$ cat config.mk
export PLATFORM = sky130hd
export DESIGN_NAME = load_store_unit
export DESIGN_NICKNAME = d
export VERILOG_FILES = /design/src/rtl/load_store_unit.sv
export SDC_FILE = /design/constraint.sdc
export NUM_CORES = 1
export LEC_CHECK = 0
export CORE_ASPECT_RATIO = 1.4
export CORE_MARGIN = 2
export CORE_UTILIZATION = 40
export DETAILED_ROUTE_END_ITERATION = 10
export PLACE_DENSITY = 0.7
export SYNTH_ARGS = -nofsm -noshare
export SYNTH_HDL_FRONTEND = slang
export SYNTH_SLANG_ARGS = --single-unit
$ cat constraint.sdc
create_clock -name clk -period 6.3 [get_ports clk]
set_clock_uncertainty 0.2 [all_clocks]
set_input_delay 1.26 -clock clk [delete_from_list [all_inputs] [get_ports clk]]
set_output_delay 1.26 -clock clk [all_outputs]
set_load 0.01 [all_outputs]
$ cat src/rtl/load_store_unit.sv
// -----------------------------------------------------------------------------
// load_store_unit
//
// Execute-stage helper for the decoder FSM. It runs RV32 loads and stores on a
// 32-bit memory bus that has no byte enables. Sub-word stores therefore read
// the word first, merge the new lanes in, and write the whole word back.
//
// Ports
//   clk            system clock, rising edge
//   reset          asynchronous reset, active low (unit held idle while 0)
//   start          one-cycle request strobe, accepted only when idle
//   isStore        1 = store, 0 = load (sampled with start)
//   funct3         access width / signedness code (sampled with start)
//   addrIn         effective byte address (sampled with start)
//   storeData      rs2 value for stores (sampled with start)
//   loadData       extended load result, valid with done, held until next start
//   done           one-cycle completion pulse
//   fault          pulses with done for misaligned or illegal accesses
//   busy           high while an accepted access is in progress
//   busAddress     word-aligned bus address
//   busDataOut     bus write data
//   busDataIn      bus read data
//   busWriteEnable 1 during the single write cycle of a store
// -----------------------------------------------------------------------------
module load_store_unit #(
    parameter int READ_LATENCY = 2
) (
    input  logic        clk,
    input  logic        reset,
    input  logic        start,
    input  logic        isStore,
    input  logic [2:0]  funct3,
    input  logic [31:0] addrIn,
    input  logic [31:0] storeData,
    output logic [31:0] loadData,
    output logic        done,
    output logic        fault,
    output logic        busy,
    output logic [31:0] busAddress,
    output logic [31:0] busDataOut,
    input  logic [31:0] busDataIn,
    output logic        busWriteEnable
);

    typedef enum logic [1:0] {
        IDLE,
        READ_WAIT,
        WRITE,
        FINISH
    } lsuState;

    lsuState     state;
    logic [2:0]  waitCount;
    logic        opStore;
    logic [2:0]  opFunct3;
    logic [1:0]  opOffset;
    logic [15:0] opData;

    logic        reqLegal;
    logic        reqMisaligned;
    logic        reqFault;
    logic        reqWordStore;

    // Pulls the addressed byte/halfword out of the read word and extends it.
    function automatic logic [31:0] extractLoad(input logic [2:0]  f3,
                                                input logic [1:0]  off,
                                                input logic [31:0] word);
        logic [7:0]  b;
        logic [15:0] h;
        logic [31:0] r;
        case (off)
            2'd0:    b = word[7:0];
            2'd1:    b = word[15:8];
            2'd2:    b = word[23:16];
            default: b = word[31:24];
        endcase
        h = off[1] ? word[31:16] : word[15:0];
        case (f3)
            3'd0:    r = {{24{b[7]}}, b};
            3'd1:    r = {{16{h[15]}}, h};
            3'd4:    r = {24'd0, b};
            3'd5:    r = {16'd0, h};
            default: r = word;
        endcase
        return r;
    endfunction

    // Replaces only the lanes being stored; every other lane keeps the read value.
    function automatic logic [31:0] mergeStore(input logic [1:0]  size,
                                               input logic [1:0]  off,
                                               input logic [31:0] word,
                                               input logic [15:0] data);
        logic [31:0] r;
        r = word;
        if (size == 2'd0) begin
            case (off)
                2'd0:    r[7:0]   = data[7:0];
                2'd1:    r[15:8]  = data[7:0];
                2'd2:    r[23:16] = data[7:0];
                default: r[31:24] = data[7:0];
            endcase
        end else if (off[1]) begin
            r[31:16] = data;
        end else begin
            r[15:0] = data;
        end
        return r;
    endfunction

    // Request classification. Loads allow 0,1,2,4,5; stores allow 0,1,2.
    always_comb begin
        reqLegal      = isStore ? (!funct3[2] && funct3[1:0] != 2'b11)
                                : (funct3[1:0] != 2'b11 && !(funct3[2] && funct3[1]));
        reqMisaligned = (funct3[1:0] == 2'd1 && addrIn[0]) ||
                        (funct3[1:0] == 2'd2 && addrIn[1:0] != 2'b00);
        reqFault      = !reqLegal || reqMisaligned;
        reqWordStore  = isStore && funct3[1:0] == 2'd2;
    end

    // Main sequencer. done/fault default low so they only ever pulse for one
    // cycle; bus address/data simply hold when nothing updates them.
    always_ff @(posedge clk or negedge reset) begin
        if (!reset) begin
            state          <= IDLE;
            waitCount      <= '0;
            opStore        <= 1'b0;
            opFunct3       <= '0;
            opOffset       <= '0;
            opData         <= '0;
            loadData       <= '0;
            done           <= 1'b0;
            fault          <= 1'b0;
            busy           <= 1'b0;
            busAddress     <= '0;
            busDataOut     <= '0;
            busWriteEnable <= 1'b0;
        end else begin
            done  <= 1'b0;
            fault <= 1'b0;
            case (state)
                IDLE: begin
                    if (start) begin
                        if (reqFault) begin
                            done     <= 1'b1;
                            fault    <= 1'b1;
                            loadData <= '0;
                        end else begin
                            opStore    <= isStore;
                            opFunct3   <= funct3;
                            opOffset   <= addrIn[1:0];
                            opData     <= storeData[15:0];
                            busAddress <= {addrIn[31:2], 2'b00};
                            busy       <= 1'b1;
                            if (reqWordStore) begin
                                busDataOut     <= storeData;
                                busWriteEnable <= 1'b1;
                                state          <= WRITE;
                            end else begin
                                busWriteEnable <= 1'b0;
                                waitCount      <= 3'(READ_LATENCY - 1);
                                state          <= READ_WAIT;
                            end
                        end
                    end
                end
                READ_WAIT: begin
                    if (waitCount == 3'd0) begin
                        if (opStore) begin
                            busDataOut     <= mergeStore(opFunct3[1:0], opOffset, busDataIn, opData);
                            busWriteEnable <= 1'b1;
                            state          <= WRITE;
                        end else begin
                            loadData <= extractLoad(opFunct3, opOffset, busDataIn);
                            done     <= 1'b1;
                            busy     <= 1'b0;
                            state    <= IDLE;
                        end
                    end else begin
                        waitCount <= waitCount - 3'd1;
                    end
                end
                WRITE: begin
                    busWriteEnable <= 1'b0;
                    done           <= 1'b1;
                    busy           <= 1'b0;
                    state          <= FINISH;
                end
                FINISH: begin
                    state <= IDLE;
                end
                default: begin
                    state <= IDLE;
                end
            endcase
        end
    end

endmodule
* Word-level counts from Yosys, hierarchy flattened *
Index checks and enable logic that the tools add are counted.

word-level totals
  register bits after elaboration = 125
  bits of input ports = 103
  output and inout bits = 100
  logic and storage cells = 112

operators by class
  add/sub/neg operators = 1
  equal/unequal tests = 20
  muxes and demuxes = 50
  bitwise operators = 1
  reduce and logical (&&, ||, !) cells = 27

operators with widths
  kind                                                  count
  two-way mux 32 bit                                    10
  case mux 32 bit (2 select lines)                      2
  case mux 32 bit (4 select lines)                      1
  two-way mux 16 bit                                    3
  two-way mux 8 bit                                     4
  case mux 8 bit (3 select lines)                       1
  inequality test 2 bit (second input constant)         10
  AND reduction 5 bit                                   4
  two-way mux 1 bit                                     15
  two-way mux 3 bit                                     4
  two-way mux 2 bit                                     5
  case mux 1 bit (3 select lines)                       3
  equality test 2 bit (second input constant)           4
  case mux 2 bit (4 select lines)                       1
  equality test 2 x 1 -> 1 bit (second input constant)  3
  equality test 3 bit (second input constant)           2
  logical AND 1 bit                                     6
  zero test 2 bit                                       3
  zero test 3 bit                                       2
  case mux 3 bit (2 select lines)                       1
  AND reduction 3 bit                                   2
  AND reduction 6 bit                                   1
  nonzero test 2 bit                                    2
  equality test 3 x 1 -> 1 bit (second input constant)  1
  other kinds (6)                                       9

* Logic depth before layout (Yosys ltp) *
  depth after elaboration = 9
  mapped depth = 9
  depth with buffers taken out = 6

* Worst setup path after synthesis *
Ideal clock, no wire load.

  kind = input-to-reg
  from = in funct3[2]
  to = reg busDataOut[29]
  library setup time = 0.125 ns
  arrival = 2.609 ns
  data required time = 5.975 ns
  slack = 3.366 ns
  stages = 6
  path buffers = 2
  cells stage by stage = or3_1 o31ai_1 a21bo_1 buf_6 buf_8 mux2_4

between the ends
  cells in the longest elaborated chain, start to end = 8
  elaborated cells between the ends (all ways) = 10
  classes of those cells = eq/ne (1); mux (1); reduce/logical (8)

ends and longest elaborated chain
  element                              RTL line  text
  start: declaration                   32        input logic [2:0] funct3,
  logical AND 1 bit                    113       : (funct3[1:0] != 2'b11 && !(funct3[2] && funct3[1]));
  zero test 1 bit                      113
  logical AND 1 bit                    113
  two-way mux 1 bit (*)                112       reqLegal = isStore ? (!funct3[2] && funct3[1:0] != 2'b11)
  zero test 1 bit (*)                  116       reqFault = !reqLegal || reqMisaligned;
  logical OR 1 bit (*)                 116
  inequality test 2 bit (no line) (*)  --
  AND reduction 6 bit (no line) (*)    --
  end signal: assignment               155       busDataOut <= storeData;
  end signal: assignment               169       busDataOut <= mergeStore(opFunct3[1:0], opOffset, busDataIn, opData);
  end: declaration                     40        output logic [31:0] busDataOut,

Every way passes the cells marked *; elsewhere a longest branch is shown, timed or not.
A chain may end at the register's enable or synchronous reset.

* Worst setup path after layout *
  from = in funct3[0]
  to = reg loadData[12]

between the ends
  cells in the longest elaborated chain, start to end = 7
  elaborated cells between the ends (all ways) = 13
  classes of those cells = eq/ne (4); mux (1); reduce/logical (8)

ends and longest elaborated chain
  element                                      RTL line  text
  inequality test 2 bit                        112, 113
  logical AND 1 bit, on equally long branches  113, 112
  two-way mux 1 bit                            112
  zero test 1 bit                              116
  logical OR 1 bit (*)                         116
  inequality test 2 bit (no line) (*)          --
  AND reduction 5 bit (no line) (*)            --
  end signal: assignment                       173       loadData <= extractLoad(opFunct3, opOffset, busDataIn);
  end: declaration                             35        output logic [31:0] loadData,

Marked as above.

==> flow_metrics.env <==
export IMPL_run_status="finished, violations left"
export IMPL_violations="DRC"
export IMPL_achievable_frequency_mhz=276
export IMPL_ys_seq_elements=125
export IMPL_cts_root_to_sink_buffers=2
export IMPL_synth_area_um2=6670
export IMPL_crit_path_end_kind="flop"
export IMPL_ant_nets=0
export IMPL_max_vdd_ir_drop_mv=0.242
export IMPL_drt_total_wl_um=20700
export IMPL_antenna_found_initial=0
export IMPL_asyncSetResetFlopFracSynth=1.00
export IMPL_cp_data_arrival_time_ns=3.77
export IMPL_maxCapViolCount=0
export IMPL_via_count_of_the_routed_design=5732
export IMPL_post_cts_hold_buffer_count=0
export IMPL_synth_yosys_seq_area_share=0.469
export IMPL_firstDrtPassIters=9
export IMPL_core_rowCount=55
export IMPL_design_die_area_um2=17700
export IMPL_number_of_design_rule_violations_left_after_detail_routing=10
export IMPL_cts_buffers=17
export IMPL_slew_at_the_pin_with_the_worst_max_slew_slack_ns=1.30
export IMPL_p_leak_nw=4.03
export IMPL_worst_path_buf_inv=1
export IMPL_dieHeight_um=157
export IMPL_drt_iter0_markers=379
export IMPL_synth_area_leader_cell="sky130_fd_sc_hd__dfrtp_1"
export IMPL_worst_endpoint_required_ns=6.45
export IMPL_synth_mux_area_fraction=0.177
export IMPL_vias_per_instance=5.74
export IMPL_cts_resized=0
export IMPL_layout_cells_non_filler=999
export IMPL_skew_pair_late_insertion_delay_ns=0.42
export IMPL_setup_worst_path_class="primary input to flop"
export IMPL_setup_repair_after_global_routing_missed_its_margin="no"
export IMPL_cts_tree="done"
export IMPL_period_needed_ns=3.62
export IMPL_cts_root_buffer_cell="sky130_fd_sc_hd__clkbuf_16"
export IMPL_met3WireLength_um=1630
export IMPL_critPathLaunchType="primary input"
export IMPL_die_x_um=113
export IMPL_antenna_diode_count=0
export IMPL_finalHoldViolCount=0
export IMPL_met1_length_um=8070
export IMPL_synth_flop_cell="sky130_fd_sc_hd__dfrtp_1"
export IMPL_synth_compound_area_frac=0.174
export IMPL_finalSetupViolations=0
export IMPL_grt_overflow=0
export IMPL_io_buffers=200
export IMPL_synth_cell_type_count=61
export IMPL_initial_utilization=0.411
export IMPL_wl_met2_um=10300
export IMPL_report_power_total_mw=4.91
export IMPL_edff_count_synth=0
export IMPL_cts_htree_levels=4
export IMPL_globalplace_congestion=0.865
export IMPL_flow_area_growth_from_synthesis_pct=39.9
export IMPL_grt_first_pass_wirelength_um=32300
export IMPL_num_nets_final=897
export IMPL_cts_sink_count=125
export IMPL_synth_warnings=0
export IMPL_power_per_cell_area_nw_per_um2=526
export IMPL_detail_route_wl_per_cell_um=20.7
export IMPL_syn_avg_cell_area_um2=11.0
export IMPL_final_hold_worst_slack_ns=0.291
export IMPL_synth_xor_xnor_area_share=0
export IMPL_finalMaxSlewViolations=0
export IMPL_track_usage=0.237
export IMPL_final_min_period_over_clock_period=0.575
export IMPL_coreArea_um2=16200
export IMPL_num_io_pins=203
export IMPL_final_setup_tns_ns=0
export IMPL_critical_path_top_delay_family="simple AND/OR/NAND/NOR gates"
export IMPL_worst_hold_path_type="flop to flop"
export IMPL_worstPathMaxFanout=28
export IMPL_synth_top_area_frac=0.469
export IMPL_synth_area_leaders="sky130_fd_sc_hd__dfrtp_1 47%, sky130_fd_sc_hd__mux2_1 8.4%, sky130_fd_sc_hd__mux2_4 4.9%"
export IMPL_post_synth_and_or_nand_nor_area_fraction=0.110
export IMPL_crit_slowest_cell="sky130_fd_sc_hd__or2_1"
export IMPL_detailed_place_hpwl_um=15400
export IMPL_timing_max_slew_rel_slack=0.128
export IMPL_synthesis_instances=607
export IMPL_clkTransAtPathRegs_ns=0.05
export IMPL_synthAdderAreaFrac=0.0112
export IMPL_cts_setup_buffers=0
export IMPL_layout_drive_gt1_share=0.100
export IMPL_worstPathCellList="clkdlybuf4s50_1 -> nor4_2 -> o31a_1 -> or2_1 -> a22o_1"
export IMPL_post_place_cells=968
export IMPL_synth_top_family_by_area="multiplexers"
export IMPL_top_signal_layer_used="met4"
export IMPL_max_stage_delay_on_crit_path_ns=0.81
export IMPL_first_global_vias=5968
export IMPL_maximum_number_of_pins_on_one_net_before_global_route_repair=68
worst register-to-register path: stages, from the launching register on:
cell and delay (ns):
sky130_fd_sc_hd__dfrtp_1 0.39, sky130_fd_sc_hd__inv_1 0.10, sky130_fd_sc_hd__ha_1 0.15, sky130_fd_sc_hd__buf_4 0.46, sky130_fd_sc_hd__inv_1 0.43, sky130_fd_sc_hd__nor3_1 0.61
sky130_fd_sc_hd__o2111ai_2 0.53, sky130_fd_sc_hd__o2bb2ai_1 0.31
stage by stage:
step	utilization	instance area [µm²]	worst slack, ns
2_1_floorplan	-	6680	3.37
3_3_place_gp	0.538	8740	2.41
3_5_place_dp	0.538	8740	2.30
4_1_cts	0.575	9340	2.72
5_1_grt	0.575	9340	2.48
6_report	0.575	9340	2.68
per-layer routing:
layer | track usage | vias up
met2 | 0.388 | 257
met4 | 0.116 | 0
met3 | 0.0670 | 52
met5 | 0 | -
met1 | 0.286 | 2820
li1 | - | 2603
final timing paths:
path                                          start                          to  slack [ns]  cells past startpoint
max in group asynchronous                     reset        state[1]$_DFFE_PN0P_        3.81                      2
setup / recovery                          funct3[0]    loadData[12]$_DFFE_PN0P_        2.68                      5
setup reg to reg               state[1]$_DFFE_PN0P_    loadData[18]$_DFFE_PN0P_        3.03                      7
hold reg to reg            loadData[29]$_DFFE_PN0P_    loadData[29]$_DFFE_PN0P_        0.29                      1
hold / removal             loadData[29]$_DFFE_PN0P_    loadData[29]$_DFFE_PN0P_        0.29                      1
min in group asynchronous                     reset  busAddress[10]$_DFFE_PN0P_        0.72                      1
cells in the mapped netlist, types with 6 or more instances:
cell                          n
sky130_fd_sc_hd__o311ai_0     8
sky130_fd_sc_hd__o2bb2ai_1   18
sky130_fd_sc_hd__or3_1       13
sky130_fd_sc_hd__nor2_1      41
sky130_fd_sc_hd__mux2_4      22
sky130_fd_sc_hd__nand2_1     42
sky130_fd_sc_hd__a22o_1      10
sky130_fd_sc_hd__a2bb2oi_1    9
sky130_fd_sc_hd__inv_1       36
sky130_fd_sc_hd__buf_2       14
sky130_fd_sc_hd__a221oi_1    10
sky130_fd_sc_hd__clkbuf_1    24
sky130_fd_sc_hd__a222oi_1     8
sky130_fd_sc_hd__o31ai_1      7
sky130_fd_sc_hd__mux2_2      13
sky130_fd_sc_hd__mux2i_1     12
sky130_fd_sc_hd__o21ai_0     31
sky130_fd_sc_hd__nand2b_1    11
sky130_fd_sc_hd__mux2_1      50
sky130_fd_sc_hd__o211ai_1     9
sky130_fd_sc_hd__ha_1         6
sky130_fd_sc_hd__dfrtp_1    125
sky130_fd_sc_hd__a21oi_1     11
sky130_fd_sc_hd__o221ai_1    12
sky130_fd_sc_hd__or4b_1       8
cells in the final DEF, fill, tap and decap left out, drive strengths merged, types with 10 or more instances in the layout:
master	synthesis	final
nand2	42	42
o21ai	34	34
or3	13	13
mux2	85	85
a21oi	11	11
clkbuf	24	24
o2bb2ai	18	18
inv	37	37
dfrtp	125	125
a221oi	11	11
o221ai	12	12
nor2	41	41
mux2i	12	12
clkdlybuf4s50	0	199
a22o	10	10
nand2b	11	11
power by group:
part	switching [mW]	leakage, nW	internal (mW)	total, mW
clock network	0.345	0.300	0.659	1.00
registers	0.286	1.55	1.19	1.47
logic	1.17	2.17	1.26	2.43
total	1.80	4.03	3.11	4.91
logic make-up (layout without fill, tap and decap cells):
kind of cell	count (synthesis)	after routing
compound gates	152	152
simple gates	142	142
flops	125	125
mux	98	98
buf+inv	83	275
fa+ha+maj	6	6
other cells	1	2
flip-flops by register name (all words and copies together) (netlist names):
name            cells
done                1
opFunct3            3
fault               1
opOffset            2
busDataOut         32
opStore             1
loadData           32
busy                1
waitCount           3
busAddress         30
opData             16
state               2
busWriteEnable      1
layout make-up:
| class | count | area, µm² |
|---|---|---|
| clock buffer | 24 | 492 |
| clock inverter | 7 | 110 |
| fill | 1397 | 6900 |
| inverter | 37 | 139 |
| multi-input combinational | 400 | 3170 |
| sequential | 125 | 3130 |
| tap | 199 | 249 |
| timing repair buffer | 207 | 2050 |
Power figures use the tool's default switching activity.
